<file path="src/rtl/stream_pack_pkg.sv">
// Shared definitions for the stream slice packer.
//   state_e       : packer control state (COLLECT gathers words, EMIT holds a packed word)
//   params_legal  : elaboration-time legality check for the packer parameters
package stream_pack_pkg;

  typedef enum logic [0:0] {
    COLLECT = 1'b0,
    EMIT    = 1'b1
  } state_e;

  // DEPTH must be at least 2 so that the word accepted during an output
  // handshake can never complete a group on its own. SLICE must tile the
  // packed word exactly.
  function automatic bit params_legal(int in_w, int depth, int slice);
    return (depth >= 2) && (slice >= 1) && (((in_w * depth) % slice) == 0);
  endfunction

endpackage

</file>
<file path="src/rtl/stream_slice_reverse.sv">
// Combinational left-stream slice reorder: out = {<< SLICE {in}}.
// The input is cut into SLICE-bit slices starting at the MSB and the slice
// order is reversed; bits inside each slice keep their order.
//   in  [W-1:0] : word to reorder
//   out [W-1:0] : slice-reversed word
module stream_slice_reverse #(
  parameter int W     = 8,
  parameter int SLICE = 2
) (
  input  logic [W-1:0] in,
  output logic [W-1:0] out
);

  localparam int N = W / SLICE;

  genvar gi;
  generate
    // Lowest output slice takes the highest input slice, and so on.
    for (gi = 0; gi < N; gi++) begin : g_slice
      assign out[gi*SLICE +: SLICE] = in[(N-1-gi)*SLICE +: SLICE];
    end
  endgenerate

endmodule

</file>
<file path="src/rtl/stream_slice_packer.sv">
// Packs DEPTH narrow input words (first word in the MSBs) into one wide word,
// applies a SLICE-bit left-stream reorder and presents it downstream.
//   clk, rst_n            : clock, asynchronous active-low reset
//   in_valid/in_ready     : input handshake, in_data carries one IN_W word
//   flush                 : emit a partially filled group, zero padded
//   out_valid/out_ready   : output handshake
//   out_data              : reordered packed word (IN_W*DEPTH bits)
//   out_partial           : current output word was padded by a flush
module stream_slice_packer
  import stream_pack_pkg::*;
#(
  parameter int IN_W  = 4,
  parameter int DEPTH = 2,
  parameter int SLICE = 2
) (
  input  logic                  clk,
  input  logic                  rst_n,
  input  logic                  in_valid,
  output logic                  in_ready,
  input  logic [IN_W-1:0]       in_data,
  input  logic                  flush,
  output logic                  out_valid,
  input  logic                  out_ready,
  output logic [IN_W*DEPTH-1:0] out_data,
  output logic                  out_partial
);

  localparam int OUT_W = IN_W * DEPTH;
  localparam int CNT_W = $clog2(DEPTH);

  generate
    if (!params_legal(IN_W, DEPTH, SLICE)) begin : g_bad_params
      $error("stream_slice_packer: illegal IN_W/DEPTH/SLICE combination");
    end
  endgenerate

  state_e           state_reg, state_next;
  logic [CNT_W-1:0] count_reg, count_next;
  logic [OUT_W-1:0] buffer_reg, buffer_next;
  logic [OUT_W-1:0] out_data_reg, out_data_next;
  logic             out_valid_reg, out_valid_next;
  logic             out_partial_reg, out_partial_next;

  logic             in_fire;
  logic             out_fire;
  logic [OUT_W-1:0] merged_buf;
  logic [OUT_W-1:0] merged_rev;

  assign in_ready = (state_reg == COLLECT) ? 1'b1 : out_ready;
  assign in_fire  = in_valid & in_ready;
  assign out_fire = out_valid_reg & out_ready;

  // Buffer as it would look with this cycle's word written into slot count.
  // Unfilled slots are always zero, which gives flush its padding for free.
  // In EMIT count is 0, so an accepted word lands in slot 0 of a new group.
  genvar gi;
  generate
    for (gi = 0; gi < DEPTH; gi++) begin : g_slot
      assign merged_buf[OUT_W-1-gi*IN_W -: IN_W] =
        (in_fire && (count_reg == CNT_W'(gi))) ? in_data
                                               : buffer_reg[OUT_W-1-gi*IN_W -: IN_W];
    end
  endgenerate

  stream_slice_reverse #(
    .W     (OUT_W),
    .SLICE (SLICE)
  ) u_reverse (
    .in  (merged_buf),
    .out (merged_rev)
  );

  always_comb begin
    state_next       = state_reg;
    count_next       = count_reg;
    buffer_next      = buffer_reg;
    out_data_next    = out_data_reg;
    out_valid_next   = out_valid_reg;
    out_partial_next = out_partial_reg;

    case (state_reg)
      COLLECT: begin
        if (in_fire && (count_reg == CNT_W'(DEPTH-1))) begin
          // Group complete; a same-cycle flush is absorbed here.
          out_data_next    = merged_rev;
          out_valid_next   = 1'b1;
          out_partial_next = 1'b0;
          count_next       = '0;
          buffer_next      = '0;
          state_next       = EMIT;
        end else if (flush && (in_fire || (count_reg != '0))) begin
          out_data_next    = merged_rev;
          out_valid_next   = 1'b1;
          out_partial_next = 1'b1;
          count_next       = '0;
          buffer_next      = '0;
          state_next       = EMIT;
        end else if (in_fire) begin
          buffer_next = merged_buf;
          count_next  = count_reg + 1'b1;
        end
      end
      EMIT: begin
        if (out_fire) begin
          out_valid_next = 1'b0;
          state_next     = COLLECT;
          if (in_fire) begin
            buffer_next = merged_buf;
            count_next  = CNT_W'(1);
          end
        end
      end
      default: state_next = COLLECT;
    endcase
  end

  always_ff @(posedge clk or negedge rst_n) begin
    if (!rst_n) begin
      state_reg       <= COLLECT;
      count_reg       <= '0;
      buffer_reg      <= '0;
      out_data_reg    <= '0;
      out_valid_reg   <= 1'b0;
      out_partial_reg <= 1'b0;
    end else begin
      state_reg       <= state_next;
      count_reg       <= count_next;
      buffer_reg      <= buffer_next;
      out_data_reg    <= out_data_next;
      out_valid_reg   <= out_valid_next;
      out_partial_reg <= out_partial_next;
    end
  end

  assign out_valid   = out_valid_reg;
  assign out_data    = out_data_reg;
  assign out_partial = out_partial_reg;

endmodule

</file>
<file path="config.mk">
export PLATFORM = sky130hd
export DESIGN_NAME = stream_slice_packer
export DESIGN_NICKNAME = d
export VERILOG_FILES = /design/src/rtl/stream_pack_pkg.sv /design/src/rtl/stream_slice_reverse.sv /design/src/rtl/stream_slice_packer.sv
export SDC_FILE = /design/constraint.sdc
export NUM_CORES = 1
export LEC_CHECK = 0
export ABC_AREA = 1
export CAP_MARGIN = 20
export CORE_ASPECT_RATIO = 1.75
export CORE_UTILIZATION = 45
export CTS_BUF_LIST = sky130_fd_sc_hd__clkbuf_16
export CTS_CLUSTER_SIZE = 28
export DETAILED_ROUTE_END_ITERATION = 8
export GPL_TIMING_DRIVEN = 0
export HOLD_SLACK_MARGIN = 0.05
export PLACE_DENSITY = 0.7
export SKIP_CTS_REPAIR_TIMING = 1
export SLEW_MARGIN = 20
export SYNTH_ARGS = -nofsm -noshare
export SYNTH_HDL_FRONTEND = slang
export SYNTH_HIERARCHICAL = 1
export SYNTH_SLANG_ARGS = --single-unit
</file>
<file path="constraint.sdc">
create_clock -name clk -period 1.67 [get_ports clk]
set_clock_uncertainty 0.05 [all_clocks]
set_input_delay 0.501 -clock clk [delete_from_list [all_inputs] [get_ports clk]]
set_output_delay 0.501 -clock clk [all_outputs]
set_load 0.005 [all_outputs]
</file>
; ---- Yosys cells after proc, flatten, opt, wreduce, memory -nomap -nowiden
; Index checks and enable logic that the tools add are counted.
[classes]
n_reduce_logical = 8
add_sub_neg = 1
eq_ne = 4
bitwise_logic = 4
mux = 25
[op_table]
columns = op, count
row1 = two-way mux 8 bit, 6
row2 = one-hot mux 8 bit (2 select lines), 1
row3 = two-way mux 1 bit, 13
row4 = two-way mux 4 bit, 2
row5 = one-hot mux 1 bit (2 select lines), 3
row6 = "inequality test 2 x 1 -> 1 bit, second input constant", 2
row7 = "inequality test 4 x 2 -> 1 bit, second input constant", 1
row8 = AND reduction 2 bit, 2
row9 = logical AND 1 bit, 3
row10 = "inequality test 3 x 1 -> 1 bit, second input constant", 1
row11 = AND reduction 3 bit, 1
row12 = bitwise AND 1 bit, 2
row13 = NOT 1 bit, 2
row14 = nonzero test 2 bit, 1
row15 = "adder 1 bit, second input constant", 1
row16 = logical OR 1 bit, 1
[word_totals]
regBits = 20

; ---- Logic depth before layout (Yosys ltp)
[depth]
word_depth = 8
ltp_mapped = 9

; ---- Cells and area by module
; Netlist, hierarchy kept.
[by_module_without_submodules]
columns = mod, n_inst, area_per_inst_um2, cells_per_inst
row1 = stream_slice_packer, 1, 1018.5, 137
row2 = stream_slice_reverse, 1, 60.1, 8

; ---- Worst setup path before layout
; No wires, ideal clock.
[synth_timing]
kind = input to register
start = in out_ready
end = reg out_data_reg[0] (netlist: out_data[0])
arrival_time_ns = 1.238
path_stages = 9
path_slack_ns = 0.266
path_buffers = 2
path_cell_list = inv_2 nand2_1 buf_2 nand3_2 nand2_1 nand2_1 buf_4 nand2_1 nand2_1
[synth_via]
elab_chain_len = 6
[synth_lines]
columns = element, line_no
row1 = "start, declared", stream_slice_packer.sv:23  ; input logic out_ready,
row2 = two-way mux 1 bit *, stream_slice_packer.sv:49  ; assign in_ready = (state_reg == COLLECT) ? 1'b1 : out_ready;
row3 = via in_ready, stream_slice_packer.sv:19  ; output logic in_ready,
row4 = bitwise AND 1 bit *, stream_slice_packer.sv:50  ; assign in_fire = in_valid & in_ready;
row5 = logical AND 1 bit *, stream_slice_packer.sv:60  ; (in_fire && (count_reg == CNT_W'(gi))) ? in_data
row6 = two-way mux 4 bit *, stream_slice_packer.sv:60
row7 = via merged_buf[6], stream_slice_packer.sv:46  ; logic [OUT_W-1:0] merged_buf;
row8 = two-way mux 8 bit, stream_slice_packer.sv:91  ; end else if (flush && (in_fire || (count_reg != '0))) begin
row9 = two-way mux 8 bit *, stream_slice_packer.sv:83  ; if (in_fire && (count_reg == CNT_W'(DEPTH-1))) begin
row10 = "end signal, assigned", stream_slice_packer.sv:129  ; out_data_reg <= out_data_next;
row11 = "end, declared", stream_slice_packer.sv:40  ; logic [OUT_W-1:0] out_data_reg, out_data_next;
; Mark *: on every way through the listed nets, which the timed path passes. The rest lies on a longest branch. The select of a mux whose other input is x is not followed.
; A chain may end at the register's enable or synchronous reset.

; ---- Worst setup path after layout
[layout_timing]
start = reg out_data_reg[0] (netlist: out_data[0])
end = out out_data[0]
[layout_lines]
columns = element, line_no
row1 = "end, declared", stream_slice_packer.sv:24  ; output logic [IN_W*DEPTH-1:0] out_data,
; No word-level cell between the ends.

==> results.json <==
{
  "finalNetCount": 183,
  "yosysTopAreaCell": "dfrtp_1",
  "synth.distinct_cells": 16,
  "max_freq_mhz": 609.7,
  "ys_ff_latch": 20,
  "initial_core_util": 0.4744,
  "fin_crit_ns": 1.640,
  "via_per_inst": 4.924,
  "fin_area_um2": 1463,
  "pin_count": 20,
  "drt_wl_total_mm": 2.351,
  "rsz0062_at_grt": "false",
  "r2r-start": "state_reg$_DFF_PN0_",
  "drt_iter0_markers": 21,
  "synthTopCellsByArea": "dfrtp_1 (46%), nand2_1 (26%), nand4_1 (7.5%)",
  "area_growth_pct": 35.61,
  "outcome": "finished clean",
  "crit_path_max_fanout": 2,
  "clk_pin_slew_ns": 0.05,
  "powerDensity_nw_per_um2": 1737,
  "post-route-util": 0.6434,
  "synth_commonest_cells": "nand2_1 (74), dfrtp_1 (20), nand4_1 (13), buf_4 (9), inv_2 (6)",
  "power.leakage_nw": 0.9427,
  "crit_path_end_kind": "output pin",
  "yosysWarningCount": 6,
  "synth-edff-count": 0,
  "ys_async_sr_fraction": 1.000,
  "r2r-end": "out_partial$_DFFE_PN0P_",
  "cpMaxStageDelayCell": "clkdlybuf4s50_1",
  "synth-main-ff-cell": "dfrtp_1",
  "whs_path_depth": 2,
  "clk_latency_ns": 0.25,
  "synth.cell_area_um2": 1079,
  "die_w_um": 39.01,
  "hpwl_mm": 1.714,
  "setup_violations": 0,
  "setup_tns_ns": 0,
  "hold_path_end": "out_data[6]$_DFFE_PN0P_",
  "critPathArrivalTime_ns": 1.09,
  "path_class": "reg -> out",
  "yosys.area.top_type_share": 0.4640,
  "cts_tree": "built",
  "syn-num-nets": 154,
  "row_count": 23,
  "dieArea_um2": 2604,
  "core_um2": 2273,
  "multi_input_area_um2": 454.2,
  "cp_num_buf_inv": 1,
  "ant_nets": 0,
  "clock_sinks": 20,
  "relSlewSlack": 0.4254,
  "startpoint_type": "flop",
  "rrSetupSlack_ns": 0.21,
  "hold_class": "reg -> reg",
  "clockBufferDepth": 2,
  "p_total_mw": 2.541,
  "drc": 0,
  "period_share": 0.9820,
  "grt_first_pass_wirelength_mm": 3.815,
  "critical_path.cell_chain": "clkdlybuf4s50_1",
  "nFillCells": 211,
  "wl_per_cell_um": 11.93,
  "synthCells": 145,
  "hold_viol": 0,
  "cts_htree_levels": 1,
  "gp_congestion": 0.8613,
  "grt_max_degree": 21,
  "grt_usage": 0.2183,
  "hp-start": "out_data[6]$_DFFE_PN0P_",
  "reg2reg_depth": 7,
  "grt_overflow": 0,
  "firstDrtPassIters": 4,
  "cp.required_ns": 1.12,
  "yosysMostFrequentCell": "nand2_1",
  "die_y_um": 66.76,
  "place_area_um2": 1300,
  "io_buffers": 19,
  "critical_path.max_stage_delay_ns": 0.50,
  "syn_area_per_cell_um2": 7.438,
  "irDropWorstVdd_uv": 1052,
  "diodes": 0,
  "drv_cap": 0,
  "grt_pass1_vias": 847,
  "timing_max_transition_violations_final": 0,
  "worstMarginPinSlew_ns": 0.8592,
  "numCtsBuffers": 3,
  "vias": 970,
  "seq_area_frac_synth": 0.4640,
  "regArea_um2": 500.5,
  "drive_gt1_frac": 0.1919,
  "antenna_found_initial": 0,
  "root_buffer": "clkbuf_16",
  "cpLargestDelayFamily": "buffers and inverters"
}
==> routing by layer <==
layer	track usage	wire length, um
met1	0.2505	954
met2	0.3438	1218
met3	0.05000	100
met4	0.1466	78
met5	0	0
==> worst max path at each step <==
stage	cells after the start	slack, ns	from	endpoint
2_1_floorplan	9	0.27	out_ready	out_data[0]$_DFFE_PN0P_
3_3_place_gp	5	-0.75	out_ready	in_ready
3_5_place_dp	5	-0.75	out_ready	in_ready
4_1_cts	5	-0.76	out_ready	in_ready
5_1_grt	1	0.0006	out_data[0]$_DFFE_PN0P_	out_data[0]
6_report	1	0.03	out_data[0]$_DFFE_PN0P_	out_data[0]
==> cells in the final DEF, fill, tap and decap left out <==
| cell type | n |
|---|---|
| nand3_2 | 2 |
| nand2_4 | 1 |
| dlymetal6s2s_1 | 12 |
| o21ai_0 | 1 |
| o21ai_2 | 1 |
| clkbuf_16 | 3 |
| inv_1 | 4 |
| inv_2 | 6 |
| dfrtp_1 | 20 |
| nor2_1 | 3 |
| buf_6 | 3 |
| a21oi_1 | 5 |
| nand4_1 | 13 |
| nor2_2 | 1 |
| clkdlybuf4s50_1 | 7 |
| nand3_1 | 1 |
| nand2_1 | 73 |
| buf_2 | 1 |
| nand2_2 | 1 |
| buf_4 | 14 |
==> power breakdown <==
group	internal, mW	total [mW]	switching, mW
logic	0.594	1.25	0.653
registers	0.693	0.808	0.115
clock network	0.316	0.486	0.170
total	1.60	2.54	0.938
==> metrics by stage <==
step	setup WS (ns)	instances	hold WS (ns)
2_1_floorplan	0.2656	145	0.1554
3_3_place_gp	-0.7460	189	0.4037
3_5_place_dp	-0.7525	189	0.4074
4_1_cts	-0.7557	192	0.4229
5_1_grt	0.0005620	197	0.4274
6_report	0.02998	197	0.4132
==> layout make-up <==
| cell class | instances | area share |
|---|---|---|
| Sequential cell | 20 | 0.3422 |
| Multi-Input combinational cell | 102 | 0.3105 |
| Timing Repair Buffer | 24 | 0.1762 |
| Buffer | 13 | 0.07271 |
| Clock buffer | 3 | 0.05133 |
| Inverter | 10 | 0.02566 |
| Tap cell | 25 | 0.02139 |
==> kinds of logic (layout without fill, tap and decap cells) <==
kind of cell | count (synthesis) | after routing | synth area share
compound gates | 7 | 7 | 0.03596
buf+inv | 23 | 50 | 0.1218
flops | 20 | 20 | 0.4640
simple gates | 95 | 95 | 0.3782
Note: power is estimated with default switching activity, not from simulation.
